`src/rtl/sfty_diag_seq.sv`:
```
// Safety-diagnostic sequencer. It drives the dual-rail diag mode to the injection
// controller, runs one injection sweep per start, and collects comparator responses.
// Optional periodic auto-start is enabled by defining SFTY_DIAG_PERIODIC_EN.
module sfty_diag_seq #(
   parameter int unsigned NUM_COMPARATORS = 4,
   parameter int unsigned CMP_LATENCY     = 2,
   parameter int unsigned TIMEOUT_CYCLES  = 32,
   parameter int unsigned PERIOD_CYCLES   = 1024
) (
   input  logic                       clk,
   input  logic                       rst,
   input  logic                       diag_start,
   input  logic [1:0]                 dr_sfty_diag_inj_end,
   input  logic [1:0]                 dr_mask_pty_err,
   input  logic [NUM_COMPARATORS-1:0] cmp_err,
   output logic [1:0]                 dr_sfty_diag_mode_sc,
   output logic                       diag_busy,
   output logic                       diag_done,
   output logic                       diag_pass,
   output logic [NUM_COMPARATORS-1:0] diag_fail_vec,
   output logic                       diag_timeout,
   output logic                       diag_pty_fail,
   output logic [1:0]                 dr_seq_err
);

   localparam int unsigned MASK_SIZE = 2 * NUM_COMPARATORS;
   // One counter serves both the INJECT timeout and the DRAIN length
   localparam int unsigned CNT_W = ($clog2(TIMEOUT_CYCLES) > 3) ? $clog2(TIMEOUT_CYCLES) : 3;

   localparam logic [1:0] DR_TRUE  = 2'b10;
   localparam logic [1:0] DR_FALSE = 2'b01;

   typedef enum logic [1:0] {
      IDLE   = 2'b00,
      INJECT = 2'b01,
      DRAIN  = 2'b10,
      REPORT = 2'b11
   } state_t;

   // Reject parameter sets the sequencing cannot support
   if (TIMEOUT_CYCLES <= MASK_SIZE) begin : g_chk_timeout
      $error("TIMEOUT_CYCLES must exceed MASK_SIZE");
   end
   if (CMP_LATENCY < 1 || CMP_LATENCY > 7) begin : g_chk_latency
      $error("CMP_LATENCY must be 1..7");
   end
   if (PERIOD_CYCLES < 2) begin : g_chk_period
      $error("PERIOD_CYCLES must be at least 2");
   end

   state_t                     state, state_nxt;
   logic [NUM_COMPARATORS-1:0] hit, hit_nxt;
   logic                       pty, pty_nxt;
   logic                       tmo, tmo_nxt;
   logic [CNT_W-1:0]           cnt, cnt_nxt;
   logic                       start_c;
   logic                       enc_bad_c;

`ifdef SFTY_DIAG_PERIODIC_EN
   localparam int unsigned PER_W = (PERIOD_CYCLES > 2) ? $clog2(PERIOD_CYCLES) : 1;
   logic [PER_W-1:0] per_cnt;
   logic             per_start_c;

   assign per_start_c = (per_cnt == PER_W'(PERIOD_CYCLES - 1));
   assign start_c     = diag_start | per_start_c;

   // Free-running period counter; its wrap is the internal start request
   always_ff @(posedge clk) begin
      if (rst)              per_cnt <= '0;
      else if (per_start_c) per_cnt <= '0;
      else                  per_cnt <= per_cnt + PER_W'(1);
   end
`else
   assign start_c = diag_start;
`endif

   // Both dual-rail inputs must always carry 01 or 10
   assign enc_bad_c = (dr_sfty_diag_inj_end[1] == dr_sfty_diag_inj_end[0]) |
                      (dr_mask_pty_err[1] == dr_mask_pty_err[0]);

   // Next-state and accumulator update
   always_comb begin
      state_nxt = state;
      hit_nxt   = hit;
      pty_nxt   = pty;
      tmo_nxt   = tmo;
      cnt_nxt   = cnt;
      case (state)
         IDLE: begin
            if (start_c) begin
               state_nxt = INJECT;
               hit_nxt   = '0;
               pty_nxt   = 1'b0;
               tmo_nxt   = 1'b0;
               cnt_nxt   = '0;
            end
         end
         INJECT: begin
            hit_nxt = hit | cmp_err;
            pty_nxt = pty | (dr_mask_pty_err == DR_TRUE);
            cnt_nxt = cnt + CNT_W'(1);
            if (dr_sfty_diag_inj_end == DR_TRUE) begin
               state_nxt = DRAIN;
               cnt_nxt   = '0;
            end else if (cnt == CNT_W'(TIMEOUT_CYCLES - 1)) begin
               state_nxt = DRAIN;
               tmo_nxt   = 1'b1;
               cnt_nxt   = '0;
            end
         end
         DRAIN: begin
            hit_nxt = hit | cmp_err;
            cnt_nxt = cnt + CNT_W'(1);
            if (cnt == CNT_W'(CMP_LATENCY - 1)) state_nxt = REPORT;
         end
         REPORT: begin
            state_nxt = IDLE;
         end
         default: begin
            state_nxt = IDLE;
         end
      endcase
   end

   // State, accumulators and registered outputs (derived from the next state)
   always_ff @(posedge clk) begin
      if (rst) begin
         state                <= IDLE;
         hit                  <= '0;
         pty                  <= 1'b0;
         tmo                  <= 1'b0;
         cnt                  <= '0;
         dr_sfty_diag_mode_sc <= DR_FALSE;
         diag_busy            <= 1'b0;
         diag_done            <= 1'b0;
         diag_pass            <= 1'b0;
         diag_fail_vec        <= '0;
         diag_timeout         <= 1'b0;
         diag_pty_fail        <= 1'b0;
         dr_seq_err           <= DR_FALSE;
      end else begin
         state                <= state_nxt;
         hit                  <= hit_nxt;
         pty                  <= pty_nxt;
         tmo                  <= tmo_nxt;
         cnt                  <= cnt_nxt;
         dr_sfty_diag_mode_sc <= (state_nxt == INJECT) ? DR_TRUE : DR_FALSE;
         diag_busy            <= (state_nxt != IDLE);
         diag_done            <= (state_nxt == REPORT);
         if (state_nxt == REPORT) begin
            diag_fail_vec <= ~hit_nxt;
            diag_pass     <= (&hit_nxt) & ~pty_nxt & ~tmo_nxt;
            diag_timeout  <= tmo_nxt;
            diag_pty_fail <= pty_nxt;
         end
         if (enc_bad_c) dr_seq_err <= DR_TRUE;
      end
   end

endmodule

```
`config.mk`:
```
export PLATFORM = sky130hd
export DESIGN_NAME = sfty_diag_seq
export DESIGN_NICKNAME = d
export VERILOG_FILES = /design/src/rtl/sfty_diag_seq.sv
export SDC_FILE = /design/constraint.sdc
export NUM_CORES = 1
export LEC_CHECK = 0
export BUFFER_PORTS_ARGS = -buffer_cell sky130_fd_sc_hd__buf_2
export CORE_MARGIN = 2
export CORE_UTILIZATION = 53
export CTS_CLUSTER_SIZE = 8
export DETAILED_ROUTE_END_ITERATION = 10
export PLACE_DENSITY = 0.75
export REMOVE_ABC_BUFFERS = 1
export SLEW_MARGIN = 20
export SYNTH_ARGS = -nofsm -noshare
export SYNTH_HDL_FRONTEND = slang
export SYNTH_SLANG_ARGS = --single-unit
```
`constraint.sdc`:
```
create_clock -name clk -period 2.4 [get_ports clk]
set_clock_uncertainty 0.05 [all_clocks]
set_input_delay 0.12 -clock clk [delete_from_list [all_inputs] [get_ports clk]]
set_output_delay 0.12 -clock clk [all_outputs]
set_load 0.02 [all_outputs]
```
Word level (Yosys, flattened, before mapping)
Cells that the tools add are included.
{ "totals": {"inputBits": 11, "reg_bits": 26} }
{ "op_classes": {"n_addsub": 1, "bitwise_logic": 8, "mux": 18, "n_eq_ne": 12, "reduce_logical": 6} }
{ "ops": {"columns": ["op", "n"], "rows": [
  ["5-bit two-way mux", 3],
  ["5-bit one-hot mux with 3 select lines", 1],
  ["2-bit equality test (second input constant)", 5],
  ["2-bit two-way mux", 5],
  ["2-bit one-hot mux with 4 select lines", 1],
  ["4-bit one-hot mux with 2 select lines", 1],
  ["5-bit by 1-bit adder with 5-bit output (second input constant)", 1],
  ["5-bit by 1-bit equality test with 1-bit output (second input constant)", 1],
  ["5-bit equality test (second input constant)", 1],
  ["2-bit by 1-bit equality test with 1-bit output (second input constant)", 2],
  ["1-bit two-way mux", 4],
  ["4-bit two-way mux", 1],
  ["4-bit NOT", 1],
  ["4-bit bitwise OR", 1],
  ["1-bit one-hot mux with 2 select lines", 2],
  ["4-bit AND reduction", 1],
  ["3-bit nonzero test", 1],
  ["1-bit AND", 2],
  ["1-bit equality test", 2],
  ["2-bit zero test", 1],
  ["2-bit != test (second input constant)", 1],
  ["1-bit NOT", 2],
  ["1-bit bitwise OR", 2],
  ["2-bit AND reduction", 1],
  ["2 further kinds", 2]
]} }

Longest topological paths before layout
{ "logic_depth": {"word_depth": 6, "depth_mapped": 9, "mapped_depth_nobuf": 8} }

Least setup slack after synthesis
No wires, ideal clock.
{ "synth_path": {"kind": "register -> register", "from": "reg cnt[0]", "to": "reg diag_fail_vec[1]", "setup_ns": 0.132, "stages_incl_launch_ff": 10, "required_ns": 2.218, "path_slack_ns": 0.313, "arrival_time_ns": 1.906, "cell_sequence": "dfxtp_1 > ha_1 > and3_1 > ha_1 > nor3b_2 > nor3_1 > or2_1 > buf_6 > nor4_1 > nor3_1"} }
{ "synth_via": {"elab_chain_cells": 5} }
{ "synth_lines": {"columns": ["item", "line_no", "source"], "rows": [
  ["start, declared", "55", "logic [CNT_W-1:0] cnt, cnt_nxt;"],
  ["start signal, assigned", "146", "cnt <= cnt_nxt;"],
  ["5-bit equality test", "105", "end else if (cnt == CNT_W'(TIMEOUT_CYCLES - 1)) begin"],
  ["2-bit two-way mux", "105", null],
  ["2-bit two-way mux", "102", "if (dr_sfty_diag_inj_end == DR_TRUE) begin"],
  ["2-bit one-hot mux with 4 select lines (*)", "88", "case (state)"],
  ["2-bit equality test (*)", "150", "if (state_nxt == REPORT) begin"],
  ["end signal, assigned", "151", "diag_fail_vec <= ~hit_nxt;"],
  ["end, declared", "20", "output logic [NUM_COMPARATORS-1:0] diag_fail_vec,"]
]} }
Mark *: on every way between the ends. The rest lies on a longest branch, timed or not.
A chain may end at the register's enable or synchronous reset.

Worst setup path after layout
Same ends and word-level chain as after synthesis.

==> results.cfg <==
[drt]
via_per_inst = 5.52
vias = 1087
drtIter0Drc = 10
wl_per_cell_um = 12.7
drc = 0
ant_nets = 0
drt-total-wl_mm = 2.50
firstDrtPassIters = 4

[timing]
slew_viol_final = 0
min_period_ns = 2.25
maxSlewHeadroom_pct = 62.2
worst_pin_slew_ns = 0.561
clock.fmax_mhz = 444
setup_viol = 0
rsz0062_at_grt = false
min_period_over_period_pct = 93.9
hold_viol = 0
setup-tns-final_ns = 0

[power]
leakage_nw = 0.611
p_per_area_nw_per_um2 = 600
peakVddDrop_mv = 0.358

[grt]
antenna_found_initial = 0
grt_pass1_vias = 1068
grt.total_usage_pct = 20.9
grt_pass1_wl_mm = 4.23
grt.overflow.total = 0
grt_max_degree = 23

[yosys]
syn_area_um2 = 1270
avgSynthCellArea_um2 = 8.62
yosysTopAreaCell = dfxtp_1
synth-seq-area-share_pct = 41.1
synth_cell_types = 35
synth_top_area_share_pct = 41.1
synthCells = 147
yosysWarnings = 0
synth-seq-cells = 26
synthTopCellsByArea = dfxtp_1 41%, ha_1 9.9%, nor2_1 5.9%, nor3_1 5.5%, a21oi_1 4.7%

[worst_hold_path]
whs_path_depth = 3
min_from = cmp_err[2]
min_path_type = in2reg

[finish]
drive_gt1_share_pct = 20.7
diodes = 0
fillers = 214
area_delta_synth_final_pct = 11.9
nets = 192
postLayoutCellArea_um2 = 1420

[cts]
hold_buffers = 0
clock-sinks = 26
cts_buffer_depth = 2
clockRootBuffer = clkbuf_4
numCtsBuffers = 3
htreeDepth = 1
path_clk_slew_ns = 0.13
clkLatencyLatePin_ns = 0.32
cts_tree = yes

[setup_path]
crit_family = simple AND/OR/NAND/NOR gates
startpoint = cnt[0]$_SDFFE_PP0P_
crit_arrival_ns = 2.41
r2r_start = cnt[0]$_SDFFE_PP0P_
crit_fanout = 7
worst-setup-path-type = reg2reg
cp.required_ns = 2.56
crit_path_max_incr_delay_ns = 0.38
endpoint_kind = register
crit_chain = ha_1 > and3_1 > ha_1 > nor3b_2 > nor3_1 > or2_1 > nor4_2 > nor3_1
r2r_cells = 8
crit_path_start_kind = register
crit_path_top_delay_cell = or2_1
cp_num_cells = 8
crit_buf_inv = 0

[placement]
dpl.hpwl_mm = 1.92
finalWeightedCongestion = 0.763
port_buffers = 23
post_dp_cell_area_um2 = 1390

[die]
ios = 24
die-area_um2 = 2800
core-area_um2 = 2230
rows = 17
start_util_pct = 56.8
die_h_um = 52.9
die_w_um = 52.9

[outcome]
status = complete, no violations

[run]
max_cap_viol_count = 0
registers in the layout (all words and copies together), names as in the netlist:
| name | count |
|---|---|
| cnt | 5 |
| diag_fail_vec | 4 |
| hit | 4 |
| dr_seq_err | 2 |
| dr_sfty_diag_mode_sc | 2 |
| state | 2 |
| diag_busy | 1 |
| diag_done | 1 |
| diag_pass | 1 |
| diag_pty_fail | 1 |
| diag_timeout | 1 |
| pty | 1 |
| tmo | 1 |
per-stage QoR:
step                setup WS, ns  util [%]  cells  hold WS, ns  total power [W]
floorplan                  0.342         -    142        0.139         0.000615
global placement           0.204      62.2    194        0.368         0.000668
detailed placement         0.158      62.2    194        0.383         0.000677
CTS                        0.124      63.2    197       0.0377         0.000860
global route              0.0280      63.5    197       0.0690         0.000894
finish                     0.145      63.5    197       0.0386         0.000851
cells by family (layout without fill, tap and decap cells):
group | Yosys count | in the layout | share of synthesized area, %
AOI/OAI and AO/OA | 32 | 32 | 15.4
adders and majority gates | 10 | 10 | 9.87
buffers and inverters | 13 | 35 | 5.13
DFF | 26 | 26 | 41.1
and+or+nand+nor | 66 | 66 | 28.5
power breakdown:
part	total, W	internal [W]	switching (W)
registers	0.000470	0.000456	0.0000138
clock network	0.000181	0.0000589	0.000122
logic	0.000200	0.0000715	0.000129
total	0.000851	0.000586	0.000265
Yosys cell counts, drive strengths merged:
cell type	number
dfxtp	26
nor2	20
nor3	16
a21oi	12
ha	10
nand2	9
inv	8
o21ai	6
nor2b	5
buf	4
nand2b	3
o21a	3
o22ai	3
a21o	2
nand3	2
nor4	2
o211ai	2
or3	2
a211o	1
a221oi	1
a2bb2oi	1
a31oi	1
and2	1
and2b	1
and3	1
clkbuf	1
nor3b	1
nor4b	1
or2	1
or4	1
worst min-delay path, cell delays in order:
cell and delay [ns]:
buf_2 0.08, a221oi_1 0.10, nor2_1 0.08
metal layers:
metal	wire length [µm]	vias up	global-route usage, %
met5	0	-	0
met4	51	0	12.0
met3	77	5	3.67
met2	1270	19	37.1
met1	1100	505	23.3
li1	-	558	-
timing repair:
item | 4_1_cts | 5_1_grt
buffers inserted | 0 | 0
resized for setup | 0 | 1
endpoints found under the setup margin | 0 | 1
path summary, 6_finish.rpt:
check | endpoint | slack [ns]
min | hit[2]$_SDFF_PP0_ | 0.04
max reg2reg | diag_fail_vec[1]$_SDFFE_PP0N_ | 0.15
max | diag_fail_vec[1]$_SDFFE_PP0N_ | 0.15
min reg2reg | diag_pty_fail$_SDFFE_PP0N_ | 0.42
layout by cell type, fill, tap and decap left out, types with 2 or more instances in the layout:
cell type  Yosys  layout
nor3_1        14      14
nand2_1        9       9
buf_2          1      23
o22ai_1        3       3
inv_1          8       8
nor3_4         2       2
o21ai_0        6       6
clkbuf_4       0       3
nor2_1        20      20
o21a_1         3       3
nand2b_1       2       2
nand3_1        2       2
a21oi_1       12      12
or3_1          2       2
ha_1          10      10
nor2b_1        5       5
dfxtp_1       26      26
o211ai_1       2       2
cell type report:
type,count,area [µm²],share of cell area (%)
multi-input cells,108,688,48.5
inverters,8,30.0,2.12
clock buffers,3,22.5,1.59
repair buffers,24,123,8.64
flip-flops and latches,26,520,36.7
well taps,28,35.0,2.47
(Power assumes the default switching activity.)
